===== src/rtl/uart_neopixel_phy.sv =====
// uart_neopixel_phy
//
// Physical layer for the PMOD NeoPixel board. Two independent engines share
// one clock and nothing else:
//   - an 8N1 UART receiver that delivers colour bytes from the host;
//   - a WS2812 serializer that shifts one 24-bit GRB word onto the LED data
//     line per accepted request.
// The surrounding controller stores bytes, sequences pixels and produces
// the inter-frame latch gap; this block never inserts one.
//
// Ports:
//   CLK          system clock, rising edge
//   RST_N        asynchronous active-low reset
//   RX           UART serial input, idles high, asynchronous to CLK
//   o_rx_byte    last correctly framed received byte
//   o_rx_valid   one-cycle pulse when o_rx_byte updates
//   i_pix_valid  pixel write request (accepted while o_pix_busy is low)
//   i_red        red value
//   i_green      green value
//   i_blue       blue value
//   o_pix_data   WS2812 data line
//   o_pix_busy   high while a pixel word is being shifted out

module uart_neopixel_phy #(
    parameter int unsigned CLKS_PER_BIT = 104,
    parameter int unsigned BIT_CYC      = 15,
    parameter int unsigned T0H_CYC      = 4,
    parameter int unsigned T1H_CYC      = 9
) (
    input  logic       CLK,
    input  logic       RST_N,
    input  logic       RX,
    output logic [7:0] o_rx_byte,
    output logic       o_rx_valid,
    input  logic       i_pix_valid,
    input  logic [7:0] i_red,
    input  logic [7:0] i_green,
    input  logic [7:0] i_blue,
    output logic       o_pix_data,
    output logic       o_pix_busy
);

    // ------------------------------------------------------------------
    // UART receiver
    // ------------------------------------------------------------------
    localparam int unsigned RX_CW = $clog2(CLKS_PER_BIT);
    localparam logic [RX_CW-1:0] RX_HALF_LAST = RX_CW'(CLKS_PER_BIT / 2 - 1);
    localparam logic [RX_CW-1:0] RX_FULL_LAST = RX_CW'(CLKS_PER_BIT - 1);

    typedef enum logic [2:0] {
        RxIdle,
        RxStart,
        RxData,
        RxStop,
        RxWaitHigh
    } rx_state_e;

    rx_state_e        rx_state_q, rx_state_d;
    logic             rx_meta_q, rx_sync_q;
    logic [RX_CW-1:0] rx_cnt_q, rx_cnt_d;
    logic [2:0]       rx_idx_q, rx_idx_d;
    logic [7:0]       rx_shift_q, rx_shift_d;
    logic [7:0]       rx_byte_q, rx_byte_d;
    logic             rx_valid_q, rx_valid_d;

    // Two-flop synchronizer; reset to the idle (high) level so a reset
    // release never looks like a start edge.
    always_ff @(posedge CLK or negedge RST_N) begin
        if (!RST_N) begin
            rx_meta_q <= 1'b1;
            rx_sync_q <= 1'b1;
        end else begin
            rx_meta_q <= RX;
            rx_sync_q <= rx_meta_q;
        end
    end

    always_ff @(posedge CLK or negedge RST_N) begin
        if (!RST_N) begin
            rx_state_q <= RxIdle;
            rx_cnt_q   <= '0;
            rx_idx_q   <= '0;
            rx_shift_q <= '0;
            rx_byte_q  <= '0;
            rx_valid_q <= 1'b0;
        end else begin
            rx_state_q <= rx_state_d;
            rx_cnt_q   <= rx_cnt_d;
            rx_idx_q   <= rx_idx_d;
            rx_shift_q <= rx_shift_d;
            rx_byte_q  <= rx_byte_d;
            rx_valid_q <= rx_valid_d;
        end
    end

    always_comb begin
        rx_state_d = rx_state_q;
        rx_cnt_d   = rx_cnt_q;
        rx_idx_d   = rx_idx_q;
        rx_shift_d = rx_shift_q;
        rx_byte_d  = rx_byte_q;
        rx_valid_d = 1'b0;

        unique case (rx_state_q)
            RxIdle: begin
                if (!rx_sync_q) begin
                    rx_state_d = RxStart;
                    rx_cnt_d   = '0;
                end
            end
            RxStart: begin
                // Re-check at mid start bit; a high line means a glitch.
                if (rx_cnt_q == RX_HALF_LAST) begin
                    rx_cnt_d = '0;
                    if (!rx_sync_q) begin
                        rx_state_d = RxData;
                        rx_idx_d   = '0;
                    end else begin
                        rx_state_d = RxIdle;
                    end
                end else begin
                    rx_cnt_d = rx_cnt_q + 1'b1;
                end
            end
            RxData: begin
                if (rx_cnt_q == RX_FULL_LAST) begin
                    rx_cnt_d   = '0;
                    rx_shift_d = {rx_sync_q, rx_shift_q[7:1]};  // LSB first
                    if (rx_idx_q == 3'd7) begin
                        rx_state_d = RxStop;
                    end else begin
                        rx_idx_d = rx_idx_q + 1'b1;
                    end
                end else begin
                    rx_cnt_d = rx_cnt_q + 1'b1;
                end
            end
            RxStop: begin
                if (rx_cnt_q == RX_FULL_LAST) begin
                    rx_cnt_d = '0;
                    if (rx_sync_q) begin
                        rx_byte_d  = rx_shift_q;
                        rx_valid_d = 1'b1;
                        rx_state_d = RxIdle;
                    end else begin
                        // Framing error: drop the byte and wait for the line
                        // to return high before hunting for a new start bit.
                        rx_state_d = RxWaitHigh;
                    end
                end else begin
                    rx_cnt_d = rx_cnt_q + 1'b1;
                end
            end
            RxWaitHigh: begin
                if (rx_sync_q) begin
                    rx_state_d = RxIdle;
                end
            end
            default: begin
                rx_state_d = RxIdle;
            end
        endcase
    end

    assign o_rx_byte  = rx_byte_q;
    assign o_rx_valid = rx_valid_q;

    // ------------------------------------------------------------------
    // WS2812 serializer
    // ------------------------------------------------------------------
    localparam int unsigned PX_CW = $clog2(BIT_CYC);
    localparam logic [PX_CW-1:0] PX_BIT_LAST = PX_CW'(BIT_CYC - 1);
    localparam logic [PX_CW-1:0] PX_T0H      = PX_CW'(T0H_CYC);
    localparam logic [PX_CW-1:0] PX_T1H      = PX_CW'(T1H_CYC);

    typedef enum logic {
        PxIdle,
        PxSend
    } px_state_e;

    px_state_e        px_state_q, px_state_d;
    logic [23:0]      px_shift_q, px_shift_d;
    logic [PX_CW-1:0] px_cyc_q, px_cyc_d;
    logic [4:0]       px_idx_q, px_idx_d;
    logic             px_data_q, px_data_d;

    always_ff @(posedge CLK or negedge RST_N) begin
        if (!RST_N) begin
            px_state_q <= PxIdle;
            px_shift_q <= '0;
            px_cyc_q   <= '0;
            px_idx_q   <= '0;
            px_data_q  <= 1'b0;
        end else begin
            px_state_q <= px_state_d;
            px_shift_q <= px_shift_d;
            px_cyc_q   <= px_cyc_d;
            px_idx_q   <= px_idx_d;
            px_data_q  <= px_data_d;
        end
    end

    always_comb begin
        px_state_d = px_state_q;
        px_shift_d = px_shift_q;
        px_cyc_d   = px_cyc_q;
        px_idx_d   = px_idx_q;

        unique case (px_state_q)
            PxIdle: begin
                if (i_pix_valid) begin
                    px_state_d = PxSend;
                    px_shift_d = {i_green, i_red, i_blue};
                    px_cyc_d   = '0;
                    px_idx_d   = '0;
                end
            end
            PxSend: begin
                if (px_cyc_q == PX_BIT_LAST) begin
                    px_cyc_d = '0;
                    if (px_idx_q == 5'd23) begin
                        px_state_d = PxIdle;
                    end else begin
                        px_idx_d   = px_idx_q + 1'b1;
                        px_shift_d = {px_shift_q[22:0], 1'b0};
                    end
                end else begin
                    px_cyc_d = px_cyc_q + 1'b1;
                end
            end
            default: begin
                px_state_d = PxIdle;
            end
        endcase

        // Data line is registered from the next-state view so it is
        // glitch-free and rises in the first busy cycle.
        px_data_d = (px_state_d == PxSend) &&
                    (px_cyc_d < (px_shift_d[23] ? PX_T1H : PX_T0H));
    end

    assign o_pix_data = px_data_q;
    assign o_pix_busy = (px_state_q == PxSend);

endmodule


===== config.mk =====
export PLATFORM = sky130hd
export DESIGN_NAME = uart_neopixel_phy
export DESIGN_NICKNAME = d
export VERILOG_FILES = /design/src/rtl/uart_neopixel_phy.sv
export SDC_FILE = /design/constraint.sdc
export NUM_CORES = 1
export LEC_CHECK = 0
export ABC_AREA = 1
export ABC_CLOCK_PERIOD_IN_PS = 1880
export CAP_MARGIN = 20
export CORE_UTILIZATION = 40
export DETAILED_ROUTE_END_ITERATION = 10
export PLACE_DENSITY = 0.59
export SKIP_CTS_REPAIR_TIMING = 1
export SYNTH_ARGS = -nofsm -noshare
export SYNTH_HDL_FRONTEND = slang
export SYNTH_SLANG_ARGS = --single-unit

===== constraint.sdc =====
create_clock -name CLK -period 1.88 [get_ports CLK]
set_input_delay 0.376 -clock CLK [delete_from_list [all_inputs] [get_ports CLK]]
set_output_delay 0.376 -clock CLK [all_outputs]
set_load 0.005 [all_outputs]

== Word-level counts from Yosys, hierarchy flattened ==
Index checks and enable logic that the tools add are counted.

* Register bits after elaboration: 67
* Bits of input ports: 28
* Output and inout bits: 11
* Word-level logic and storage cells: 88

* $add $sub $neg: 4
* Magnitude comparators: 1
* Equal/unequal tests: 20
* Mux-type cells: 37
* Bitwise logic cells: 1
* Reduce and logical (&&, ||, !) cells: 11

{| class="wikitable"
|+ Operators by type and width
! kind !! count
|-
| $mux W24 || 3
|-
| $pmux W24 S2 || 1
|-
| $mux W3 || 11
|-
| $mux W7 || 3
|-
| $pmux W7 S3 || 1
|-
| $ne A2 B2 Y1 const B || 10
|-
| $mux W5 || 3
|-
| $pmux W3 S5 || 1
|-
| $mux W4 || 3
|-
| $pmux W5 S2 || 1
|-
| $pmux W4 S2 || 1
|-
| $add A7 B1 Y7 const B || 1
|-
| $eq A7 B6 Y1 const B || 1
|-
| $eq A7 B7 Y1 const B || 1
|-
| $eq A3 B2 Y1 const B || 2
|-
| $eq A3 B3 Y1 const B || 2
|-
| $mux W1 || 6
|-
| $pmux W3 S2 || 1
|-
| $reduce_and A3 Y1 || 2
|-
| $reduce_and A6 Y1 || 1
|-
| $add A5 B1 Y5 const B || 1
|-
| $eq A5 B5 Y1 const B || 1
|-
| $reduce_and A5 Y1 || 1
|-
| $add A4 B1 Y4 const B || 1
|-
| 14 further kinds || 15
|}

== Logic depth before layout (Yosys ltp) ==
* Word-level depth: 7
* Depth in mapped cells: 11

== Worst setup path after synthesis ==
No wires, ideal clock.

* Path kind: register -> register
* Start point: reg px_cyc_q[0]
* End point: reg px_idx_q[3]
* Setup time: 0.125 ns
* Arrival time: 1.369 ns
* Data required time: 1.755 ns
* Slack: 0.386 ns
* Cell stages (with the launch flop): 11
* Period minus slack after synthesis: 1.494 ns
* Cells stage by stage: dfrtp_1 inv_1 ha_1 nand3_1 nor2_4 nand2_2 nand2_2 inv_2 buf_6 nand2_1 o31ai_1

* Cells in the longest elaborated chain, start to end: 3

{| class="wikitable"
|+ Ends and longest elaborated chain
! what !! RTL line !! RTL
|-
| start: declaration || 183 || <nowiki>logic [PX_CW-1:0] px_cyc_q, px_cyc_d;</nowiki>
|-
| start signal: assignment || 197 || <nowiki>px_cyc_q <= px_cyc_d;</nowiki>
|-
| $eq A4 B4 Y1 || 219 || <nowiki>if (px_cyc_q == PX_BIT_LAST) begin</nowiki>
|-
| $ne A2 B1 Y1 (no source line) || - ||
|-
| $reduce_and A3 Y1 (no source line) || - ||
|-
| end signal: assignment || 198 || <nowiki>px_idx_q <= px_idx_d;</nowiki>
|-
| end: declaration || 184 || <nowiki>logic [4:0] px_idx_q, px_idx_d;</nowiki>
|}

Every way passes these cells.
A chain may end at the register's enable or synchronous reset.

== Worst setup path in the final report ==
* Start point: reg px_cyc_q[0]
* End point: reg px_shift_q[1]

* Cells in the longest elaborated chain, start to end: 3

{| class="wikitable"
|+ Ends and longest elaborated chain
! what !! RTL line !! RTL
|-
| $eq A4 B4 Y1 || 219 ||
|-
| $ne A2 B1 Y1 (no source line) || - ||
|-
| $reduce_and A3 Y1 (no source line) || - ||
|-
| end signal: assignment || 196 || <nowiki>px_shift_q <= px_shift_d;</nowiki>
|-
| end: declaration || 182 || <nowiki>logic [23:0] px_shift_q, px_shift_d;</nowiki>
|}

Every way passes these cells.

==> results.cfg <==
[grt]
antenna_found_initial = 0
track_usage_pct = 16.08
grt_max_degree = 31
grt-ovfl-total = 0
first_global_vias = 2419
grt_pass1_wl_um = 10810

[flow_run]
cap_violations = 0

[cts]
path_clk_slew_ps = 70
cts_tree = done
root_buffer = clkbuf_8
numCtsBuffers = 9
numClockSinks = 67
ctsHtreeMaxLevel = 3
clock_latency_ps = 340
cts_buffer_depth = 2

[cells_and_area]
mostFrequentLayoutCell = nand2_1
diodes = 0
final_net_count = 456
fin_util_pct = 50.23
final_cells = 529
fillers = 748
multi_input_area_um2 = 1308
area_delta_synth_final_pct = 20.95
drive_gt1_share_pct = 12.41
regArea_um2 = 1679
layout_common_cells = 104 x nand2_1, 65 x dfrtp_1, 61 x nand3_1

[setup_path]
cpMaxStageDelayCell = dfrtp_1
path_class = register to register
crit_chain = inv_1 -> ha_1 -> nand3_1 -> nor2_4 -> nand2_2 -> nand2_2 -> inv_2 -> nand2_1 -> o211ai_1
slowest_delay_ps = 400
required_ps = 2130
crit_path_start_kind = register
cp.arrival_ps = 1980
cp.depth = 9
setup.worst_path.start = px_cyc_q[0]
r2r-end = px_shift_q[1]
crit_path_end = px_shift_q[1]
r2r_slack_ps = 150
end_kind = register
crit_buf_inv = 2
crit_fanout = 26
rr_worst_depth = 9
critPathMostFrequentCell = nand2_2
r2r-start = px_cyc_q[0]
cp_top_family = simple AND/OR/NAND/NOR gates

[floorplanning]
die_w_um = 91.80
die_y_um = 91.80
rows = 32
io_pins = 39
fp.coreArea_um2 = 7767
start_util_pct = 41.53
dieArea_um2 = 8427

[synth]
ys_seq_area_share_pct = 52.06
synth_mux_area_share_pct = 0
ys_seq_elements = 67
synth_area_um2 = 3226
synth_fp_nets = 411
yosysUniqueCellTypes = 33
synth_warnings = 0
avgSynthCellArea_um2 = 8.556
yosys_most_used_dff = dfrtp_1
synth_top_family_by_area = simple AND/OR/NAND/NOR gates
synthXorXnorAreaFrac_pct = 1.086
async_flop_share_pct = 100.0
synthAdderAreaFrac_pct = 2.327
synth_edf_count = 0
yosys.area_share.simple_pct = 29.13
synthCells = 377
synth_compound_area_share_pct = 7.991

[power_and_ir_drop]
cellLeakagePower_uw = 0.001818
p_per_area_nw_per_um2 = 1028
vdd_drop_max_v = 0.0005394

[detailed_routing]
drt_iter0_drc = 117
drc = 0
vias_per_cell = 4.716
route.met3.wl_um = 219
vias = 2495
ant_nets = 0
wl_met1_um = 2883
drt_wl_total_um = 5861
dr.max_layer_used = met4
wl_per_cell_um = 11.08
dr_wl_met2_um = 2631
dr.pass1.iters = 4

[sta]
min_period_ps = 1726
setup-tns-final_ps = 0
fin_skew_ps = 8.693
finalCritPeriodShare_pct = 91.81
fmax_ghz = 0.5794
setup_violations = 0
slew_viol_final = 0
hold_slack_ps = 358.4
setup_ws_ps = 154.0
hold_viol = 0
relSlewSlack_pct = 71.42
worstMarginPinSlew_ps = 428.1
grt_setup_unrepaired = false

[run_status]
outcome = complete, no violations

[placement]
post-place-ws_ps = 117.4
dpl.hpwl_um = 4145
gp_congestion = 0.7663
port_buffers = 38
dp.cells = 512

[hold_path]
hold_path.class = register to register
per-stage QoR:
stage	cell area (µm²)	power, µW
after floorplan	3226	2694
after global placement	3712	2953
after detailed placement	3712	2993
after CTS	3891	4078
after global routing	3901	4331
final	3901	4011
cell type report:
cell class                      count  share of cell area, %
Tap cell                          102                  3.271
Multi-Input combinational cell    255                  33.51
Sequential cell                    67                  43.04
Clock buffer                       10                  3.528
Timing Repair Buffer               45                  11.35
Clock inverter                      6                  1.058
Inverter                           44                  4.233
cells by family after synthesis:
logic type | after synthesis
buffers and inverters | 55
adder cells (fa/ha/maj) | 6
XOR/XNOR | 4
AO/OA/AOI/OAI | 39
AND/OR/NAND/NOR | 206
flip-flops | 67
worst min-delay path by stage:
stage	startpoint	end	slack, ps	depth (start not counted)
6_report	rx_meta_q	rx_sync_q	360	0
5_1_grt	rx_meta_q	rx_sync_q	370	0
4_1_cts	RST_N	px_cyc_q[2]	-50	1
3_5_place_dp	RST_N	px_cyc_q[2]	320	1
3_3_place_gp	RST_N	px_cyc_q[2]	330	1
2_1_floorplan	RST_N	o_pix_busy	80	0
sequential cells by signal, indices dropped and copies added, names as in the netlist:
signal	flops
rx_cnt_q	7
px_cyc_q	4
rx_state_q	3
rx_shift_q	8
rx_sync_q	1
o_pix_data	1
o_rx_valid	1
o_rx_byte	8
px_shift_q	24
rx_idx_q	3
rx_meta_q	1
px_idx_q	5
o_pix_busy	1
synthesized netlist by cell type, types with 2 or more instances:
master / n / area, µm²
dfstp_2: 2 / 52.55
o21ai_2: 10 / 87.58
inv_2: 2 / 7.510
or2_1: 2 / 12.51
inv_1: 42 / 157.7
nand2_2: 5 / 31.28
nand2_1: 104 / 390.4
nand3_1: 61 / 305.3
ha_1: 6 / 75.07
nor2_2: 2 / 12.51
a31oi_1: 2 / 12.51
dfrtp_1: 65 / 1627
o21ai_0: 17 / 85.08
o21ai_1: 3 / 15.01
nor2_4: 3 / 33.78
nor2_1: 23 / 86.33
xor2_1: 4 / 35.03
clkbuf_1: 5 / 18.77
a21oi_1: 2 / 10.01
buf_6: 4 / 45.04
where the power goes:
| part | total, µW | internal [µW] | switching, µW |
|---|---|---|---|
| sequential | 2010 | 1800 | 219 |
| combinational | 934 | 392 | 542 |
| clock | 1060 | 511 | 551 |
worst register-to-register path: cells and delay by family (launching register included):
kind	cells	cell delay, ps
adders and majority gates	1	190
buffers and inverters	2	430
AOI/OAI and AO/OA	1	100
and+or+nand+nor	5	510
DFF	1	400
layer usage:
metal  vias to the layer above  GRT usage [%]
met4                         0          6.510
met2                        45          25.69
met5                         -              0
li1                       1299              -
met3                        12          3.731
met1                      1139          21.11
No activity file was read; power rests on OpenSTA's default activity.
